<file path="src/rtl/axi4_lite_resp_router.sv">
// Steers AW/W/AR handshakes of a single AXI4-Lite master to one slave.
// Returns that slave's B/R response, or completes unmapped accesses with DECERR.
module axi4_lite_resp_router #(
   parameter int DATA_WIDTH = 32,
   parameter int SLAVE_NUM  = 4
) (
   input  logic                             clk,
   input  logic                             rst_n,
   input  logic [SLAVE_NUM-1:0]             aw_slave_sel,
   input  logic [SLAVE_NUM-1:0]             ar_slave_sel,
   input  logic                             m_awvalid,
   output logic                             m_awready,
   input  logic                             m_wvalid,
   output logic                             m_wready,
   output logic                             m_bvalid,
   input  logic                             m_bready,
   output logic [1:0]                       m_bresp,
   input  logic                             m_arvalid,
   output logic                             m_arready,
   output logic                             m_rvalid,
   input  logic                             m_rready,
   output logic [DATA_WIDTH-1:0]            m_rdata,
   output logic [1:0]                       m_rresp,
   output logic [SLAVE_NUM-1:0]             s_awvalid,
   input  logic [SLAVE_NUM-1:0]             s_awready,
   output logic [SLAVE_NUM-1:0]             s_wvalid,
   input  logic [SLAVE_NUM-1:0]             s_wready,
   input  logic [SLAVE_NUM-1:0]             s_bvalid,
   output logic [SLAVE_NUM-1:0]             s_bready,
   input  logic [2*SLAVE_NUM-1:0]           s_bresp,
   output logic [SLAVE_NUM-1:0]             s_arvalid,
   input  logic [SLAVE_NUM-1:0]             s_arready,
   input  logic [SLAVE_NUM-1:0]             s_rvalid,
   output logic [SLAVE_NUM-1:0]             s_rready,
   input  logic [DATA_WIDTH*SLAVE_NUM-1:0]  s_rdata,
   input  logic [2*SLAVE_NUM-1:0]           s_rresp
);

   localparam int IDX_W = (SLAVE_NUM > 1) ? $clog2(SLAVE_NUM) : 1;
   localparam logic [1:0] RESP_DECERR = 2'b11;

   typedef enum logic [1:0] {WR_IDLE, WR_XFER, WR_RESP, WR_ERR} wr_state_t;
   typedef enum logic [1:0] {RD_IDLE, RD_ADDR, RD_RESP, RD_ERR} rd_state_t;

   wr_state_t        r_wr_state, w_wr_next;
   rd_state_t        r_rd_state, w_rd_next;
   logic [IDX_W-1:0] r_aw_idx, r_ar_idx;
   logic             r_aw_done, r_w_done, r_ar_done;
   logic [IDX_W-1:0] w_aw_idx, w_ar_idx;
   logic             w_aw_hit, w_ar_hit;

   // Lowest set bit wins when a decoder reports more than one hit.
   always_comb begin
      w_aw_idx = '0;
      w_ar_idx = '0;
      w_aw_hit = |aw_slave_sel;
      w_ar_hit = |ar_slave_sel;
      for (int i = SLAVE_NUM - 1; i >= 0; i--) begin
         if (aw_slave_sel[i]) w_aw_idx = IDX_W'(i);
         if (ar_slave_sel[i]) w_ar_idx = IDX_W'(i);
      end
   end

   // ---------------- write path ----------------
   // NOTE: state registers use non-blocking assignments so every flop samples pre-edge values.
   always_ff @(posedge clk or negedge rst_n) begin
      if (!rst_n) begin
         r_wr_state <= WR_IDLE;
         r_aw_idx   <= '0;
         r_aw_done  <= 1'b0;
         r_w_done   <= 1'b0;
      end else begin
         r_wr_state <= w_wr_next;
         if (r_wr_state == WR_IDLE && m_awvalid) r_aw_idx <= w_aw_idx;
         if (m_bvalid && m_bready) begin
            r_aw_done <= 1'b0;
            r_w_done  <= 1'b0;
         end else begin
            if (m_awvalid && m_awready) r_aw_done <= 1'b1;
            if (m_wvalid && m_wready)   r_w_done  <= 1'b1;
         end
      end
   end

   // NOTE: every output of a combinational block gets a default first, so no latch is inferred.
   always_comb begin
      w_wr_next = r_wr_state;
      m_awready = 1'b0;
      m_wready  = 1'b0;
      m_bvalid  = 1'b0;
      m_bresp   = 2'b00;
      s_awvalid = '0;
      s_wvalid  = '0;
      s_bready  = '0;
      case (r_wr_state)
         WR_IDLE: begin
            if (m_awvalid) w_wr_next = w_aw_hit ? WR_XFER : WR_ERR;
         end
         WR_XFER: begin
            s_awvalid[r_aw_idx] = m_awvalid & ~r_aw_done;
            m_awready           = s_awready[r_aw_idx] & ~r_aw_done;
            s_wvalid[r_aw_idx]  = m_wvalid & ~r_w_done;
            m_wready            = s_wready[r_aw_idx] & ~r_w_done;
            if ((r_aw_done || (m_awvalid && m_awready)) &&
                (r_w_done  || (m_wvalid  && m_wready)))
               w_wr_next = WR_RESP;
         end
         WR_RESP: begin
            m_bvalid           = s_bvalid[r_aw_idx];
            s_bready[r_aw_idx] = m_bready;
            if (m_bvalid) m_bresp = s_bresp[2*r_aw_idx +: 2];
            if (m_bvalid && m_bready) w_wr_next = WR_IDLE;
         end
         WR_ERR: begin
            m_awready = ~r_aw_done;
            m_wready  = ~r_w_done;
            // Response only appears the cycle after the later of AW/W is accepted.
            if (r_aw_done && r_w_done) begin
               m_bvalid = 1'b1;
               m_bresp  = RESP_DECERR;
               if (m_bready) w_wr_next = WR_IDLE;
            end
         end
         default: w_wr_next = WR_IDLE;
      endcase
   end

   // ---------------- read path ----------------
   always_ff @(posedge clk or negedge rst_n) begin
      if (!rst_n) begin
         r_rd_state <= RD_IDLE;
         r_ar_idx   <= '0;
         r_ar_done  <= 1'b0;
      end else begin
         r_rd_state <= w_rd_next;
         if (r_rd_state == RD_IDLE && m_arvalid) r_ar_idx <= w_ar_idx;
         if (m_rvalid && m_rready)
            r_ar_done <= 1'b0;
         else if (r_rd_state == RD_ERR && m_arvalid && m_arready)
            r_ar_done <= 1'b1;
      end
   end

   always_comb begin
      w_rd_next = r_rd_state;
      m_arready = 1'b0;
      m_rvalid  = 1'b0;
      m_rdata   = '0;
      m_rresp   = 2'b00;
      s_arvalid = '0;
      s_rready  = '0;
      case (r_rd_state)
         RD_IDLE: begin
            if (m_arvalid) w_rd_next = w_ar_hit ? RD_ADDR : RD_ERR;
         end
         RD_ADDR: begin
            s_arvalid[r_ar_idx] = m_arvalid;
            m_arready           = s_arready[r_ar_idx];
            if (m_arvalid && m_arready) w_rd_next = RD_RESP;
         end
         RD_RESP: begin
            m_rvalid           = s_rvalid[r_ar_idx];
            s_rready[r_ar_idx] = m_rready;
            if (m_rvalid) begin
               m_rdata = s_rdata[DATA_WIDTH*r_ar_idx +: DATA_WIDTH];
               m_rresp = s_rresp[2*r_ar_idx +: 2];
            end
            if (m_rvalid && m_rready) w_rd_next = RD_IDLE;
         end
         RD_ERR: begin
            m_arready = ~r_ar_done;
            if (r_ar_done) begin
               m_rvalid = 1'b1;
               m_rresp  = RESP_DECERR;
               if (m_rready) w_rd_next = RD_IDLE;
            end
         end
         default: w_rd_next = RD_IDLE;
      endcase
   end

endmodule

</file>
<file path="config.mk">
export PLATFORM = sky130hd
export DESIGN_NAME = axi4_lite_resp_router
export DESIGN_NICKNAME = d
export VERILOG_FILES = /design/src/rtl/axi4_lite_resp_router.sv
export SDC_FILE = /design/constraint.sdc
export NUM_CORES = 1
export LEC_CHECK = 0
export BUFFER_PORTS_ARGS = -buffer_cell sky130_fd_sc_hd__buf_2
export CORE_AREA = 4 4 92 94
export CTS_CLUSTER_DIAMETER = 30
export DETAILED_ROUTE_END_ITERATION = 6
export DIE_AREA = 0 0 96 98
export PLACE_DENSITY = 0.67
export SYNTH_ARGS = -nofsm -noshare
export SYNTH_HDL_FRONTEND = slang
export SYNTH_SLANG_ARGS = --single-unit
</file>
<file path="constraint.sdc">
create_clock -name clk -period 3.3 [get_ports clk]
set_clock_uncertainty 0.15 [all_clocks]
set_input_delay 0.33 -clock clk [delete_from_list [all_inputs] [get_ports clk]]
set_output_delay 0.33 -clock clk [all_outputs]
set_load 0.1 [all_outputs]
</file>
# Yosys cells after proc, flatten, opt, wreduce, memory -nomap -nowiden
# Cells that the tools add are included.
# W data, S select, Z words.
[word_totals]
output_inout_bits = 61
register_bits = 11
[classes]
magnitude_cmp = 4
n_eq_ne = 16
reduce_logical = 28
n_shift = 3
bitwise_logic = 12
mux = 62
[ops]
columns = ["op", "count"]
rows = [
  ["$shiftx A128 B8 Y32", 1],
  ["$mux W32", 2],
  ["$mux W2", 24],
  ["$and A4 B4 Y4", 5],
  ["$mux W4", 5],
  ["$ne A2 B2 Y1 const B", 10],
  ["$logic_and A1 B1 Y1", 17],
  ["$pmux W2 S4", 2],
  ["$shiftx A8 B4 Y2", 2],
  ["$mux W1", 15],
  ["$bmux W1 S2", 5],
  ["$pmux W1 S2", 5],
  ["$reduce_and A5 Y1", 2],
  ["$eq A2 B2 Y1 const B", 4],
  ["$pmux W2 S2", 2],
  ["$reduce_or A4 Y1", 2],
  ["$lt A2 B3 Y1 const B", 2],
  ["$reduce_bool A2 Y1", 3],
  ["$and A1 B1 Y1", 4],
  ["$demux W1 S2", 2],
  ["$eq A2 B1 Y1 const B", 2],
  ["$ge A2 B1 Y1 const B", 2],
  ["$logic_not A2 Y1", 2],
  ["$not A1 Y1", 3],
  ["$logic_or A1 B1 Y1", 2],
]

# Longest topological paths before layout
[depth]
ltp_word = 8
mapped_depth = 7

# Worst setup path after synthesis
# No wires, ideal clock.
[synth_timing]
kind = "register to output"
startpoint = "register r_wr_state[0]"
endpoint = "output s_awvalid[0]"
t_arrival_ns = 2.838
setup_slack_ns = -0.018
required_time_ns = 2.820
path_stages_with_launch = 5
path_buffers = 0
cell_sequence = "dfrtp_1 inv_1 nor2_1 nand3b_1 nor3_1"
[synth_between]
elab_chain_cells = 2
[synth_rtl]
columns = ["item", "line_no", "rtl"]
rows = [
  ["from (decl)", "45", "wr_state_t r_wr_state, w_wr_next;"],
  ["from (signal assigned)", "73", "r_wr_state <= w_wr_next;"],
  ["$eq A2 B1 Y1", "95", "case (r_wr_state)"],
  ["$mux W4", "95", ""],
  ["to (decl)", "24", "output logic [SLAVE_NUM-1:0] s_awvalid,"],
]
# Every way passes these cells.

# Worst setup path in the final report
[layout_timing]
startpoint = "register r_ar_idx[1]"
endpoint = "output m_rresp[1]"
[layout_between]
elab_chain_cells = 4
word_cells_on_any_way = 5
cone_classes = "1 x shift; 4 x mux"
[layout_rtl]
columns = ["item", "line_no", "rtl"]
rows = [
  ["from (decl)", "47", "logic [IDX_W-1:0] r_aw_idx, r_ar_idx;"],
  ["from (signal assigned)", "136", "if (r_rd_state == RD_IDLE && m_arvalid) r_ar_idx <= w_ar_idx;"],
  ["parallel branches: the longest is 2 deep, another holds $shiftx A8 B4 Y2", "n/a", ""],
  ["$mux W2 (*)", "164", "if (m_rvalid) begin"],
  ["$pmux W2 S2 (*)", "152", "case (r_rd_state)"],
  ["to (decl)", "23", "output logic [1:0] m_rresp,"],
]
# Every way passes the cells marked *. The select of a mux whose other input is x is not followed.

==> impl_metrics.json <==
{
  "outcome": "completed",
  "area_growth_pct": 63.7,
  "cts_resized": 0,
  "register_area_um2": 278,
  "root_buffer": "clkbuf_8",
  "clk_pin_slew_ps": 50,
  "synth_area_leaders": "mux4_2 45%, dfrtp_1 13%, and3_1 10%",
  "drt_iter0_drc": 46,
  "die_w_um": 96,
  "overflow": 0,
  "hpwlAfterDp_um": 7720,
  "fin_nets": 618,
  "design_area_um2": 3350,
  "total_power_mw": 2.89,
  "peakVddDrop_mv": 0.532,
  "io_buffers": 239,
  "final_cells": 540,
  "setup-tns-final_ps": 0,
  "dp_cells": 535,
  "firstDrtPassIters": 4,
  "drc": 0,
  "cts_max_level": 1,
  "die-area_um2": 9410,
  "syn_avg_cell_area_um2": 9.73,
  "wl_per_cell_um": 16.3,
  "drtAntennaViolNets": 0,
  "min_period_over_period": 0.815,
  "finalSetupViolations": 0,
  "maxCapViolCount": 0,
  "wirelength_um": 8810,
  "rsz0062_at_grt": "false",
  "cp_max_fo": 35,
  "r2r_setup_slack_ps": 1110,
  "place_area_um2": 3290,
  "grt_use_total": 0.175,
  "ys_warn_count": 0,
  "synth_seq_cells": 11,
  "synth_top_area_cell": "mux4_2",
  "core-area_um2": 7650,
  "period_minus_slack_ps": 2690,
  "drive_gt1_frac": 0.671,
  "cts-buffers-inserted": 3,
  "slew_violations": 0,
  "crit_chain": "mux4_2 > and2_4 > nand2_1 > a21oi_1 > buf_2",
  "die_h_um": 98,
  "syn-cell-area_um2": 2040,
  "hold_viol_final": 0,
  "synthCells": 210,
  "ys_seq_area_frac": 0.135,
  "synth.distinct_cells": 30,
  "clkLatencyLatePin_ps": 230,
  "hp-class": "input pin to flop",
  "tightest_slew_ps": 596,
  "yosysTopAreaCellShare": 0.452,
  "grt_pass1_vias": 2693,
  "multiInputGateArea_um2": 1630,
  "cp.required_ps": 2820,
  "relSlewSlack": 0.603,
  "max_freq_mhz": 372,
  "cp.arrival_ps": 2210,
  "startpoint_type": "flop",
  "detailroute.via_count": 2643,
  "synth_nets": 389,
  "slowest_delay_ps": 630,
  "viasPerCell": 4.89,
  "gp_congestion": 0.874,
  "ios": 240,
  "cts_tree": "done",
  "fin_ws_ps": 611,
  "final.fill_count": 806,
  "post-place-ws_ps": 802,
  "end_kind": "primary output",
  "powerDensity_nw_per_um2": 863,
  "p_leak_nw": 1.83,
  "antenna_found_initial": 0,
  "start_util": 0.267,
  "grt_max_degree": 36,
  "clock_path_buffers": 2,
  "worstSetupPathType": "flop to primary output",
  "num_rows": 32,
  "slowest_stage": "dfrtp_2",
  "grt_pass1_wl_um": 13300,
  "diodes": 0,
  "cts.sinks": 11
}
[flip-flops by register name (all words and copies together), names as in the netlist]
| register | count |
|---|---|
| r_aw_done | 1 |
| r_wr_state | 2 |
| r_aw_idx | 2 |
| r_w_done | 1 |
| r_ar_idx | 2 |
| r_ar_done | 1 |
| r_rd_state | 2 |
[per-layer routing]
| layer | vias to the layer above | track usage | wire length (um) |
|---|---|---|---|
| li1 | 1284 | - | - |
| met1 | 1215 | 0.211 | 3270 |
| met2 | 138 | 0.323 | 4590 |
| met3 | 6 | 0.0354 | 906 |
| met4 | 0 | 0.0208 | 42 |
| met5 | - | 0 | 0 |
[layout by cell type, fill, tap and decap left out, types with 4 or more instances in the layout]
master / count
buf_2: 239
mux4_2: 41
and3_1: 33
nor2_1: 25
nand2_1: 20
a21oi_1: 13
dfrtp_1: 9
inv_1: 6
nand3_1: 6
nand2b_1: 5
buf_4: 4
[worst paths after layout]
path,start,to,depth (start not counted)
worst max-delay path,r_ar_idx[1]$_DFFE_PN0P_,m_rresp[1],5
worst min-delay path,aw_slave_sel[1],r_aw_idx[1]$_DFFE_PN0P_,2
worst max register to register,r_ar_idx[1]$_DFFE_PN0P_,r_rd_state[1]$_DFFE_PN0P_,5
worst min register to register,r_ar_done$_DFFE_PN0P_,r_ar_done$_DFFE_PN0P_,2
max in group asynchronous,rst_n,r_ar_idx[0]$_DFFE_PN0P_,2
min in group asynchronous,rst_n,r_aw_idx[1]$_DFFE_PN0P_,2
[Yosys cell counts, drive strengths merged]
cell type,n
mux4,41
and3,33
nor2,25
nand2,20
a21oi,13
buf,12
dfrtp,11
clkbuf,8
inv,7
nand3,6
nand2b,5
nor3,5
o21ai,4
o31ai,3
a31oi,2
and2,2
nand3b,2
nand4,2
o41ai,2
or2,2
a211oi,1
nor4,1
o211ai,1
o311a,1
o311ai,1
[metrics by stage]
stage / utilization / hold slack, ps
after floorplan: - / -116
after global placement: 0.430 / 61.6
after detailed placement: 0.430 / 59.6
after CTS: 0.438 / 165
after global routing: 0.438 / 163
final: 0.438 / 165
[final cells by class]
class | count | share of cell area
inverters | 7 | 0.00785
multi-input cells | 172 | 0.488
repair buffers | 244 | 0.369
flip-flops and latches | 11 | 0.0830
well taps | 102 | 0.0381
clock buffers | 4 | 0.0135
[worst max-delay path: cells and delay by family, from the launching register on]
kind,cells,cell delay (ps)
mux,1,320
simple gates,2,440
buf+inv,1,440
compound gates,1,140
flops,1,630
[report_power, final]
part | internal, mW | leakage, nW | switching, mW
Sequential | 0.199 | 0.134 | 0.172
Combinational | 0.762 | 1.67 | 1.62
Clock | 0.0843 | 0.0228 | 0.0441
Total | 1.05 | 1.83 | 1.84
[timing repair]
item                                   CTS  global route
setup buffers                            0             0
endpoints found under the hold margin   11             0
setup endpoints to repair                0             0
hold buffers                             1             0
[kinds of logic (layout without fill, tap and decap cells)]
group,after synthesis,after routing,synth area share
simple gates,103,103,0.256
mux,41,41,0.452
compound gates,28,28,0.0863
buf+inv,27,255,0.0710
flops,11,11,0.135
Note: power is estimated with default switching activity, not from simulation.
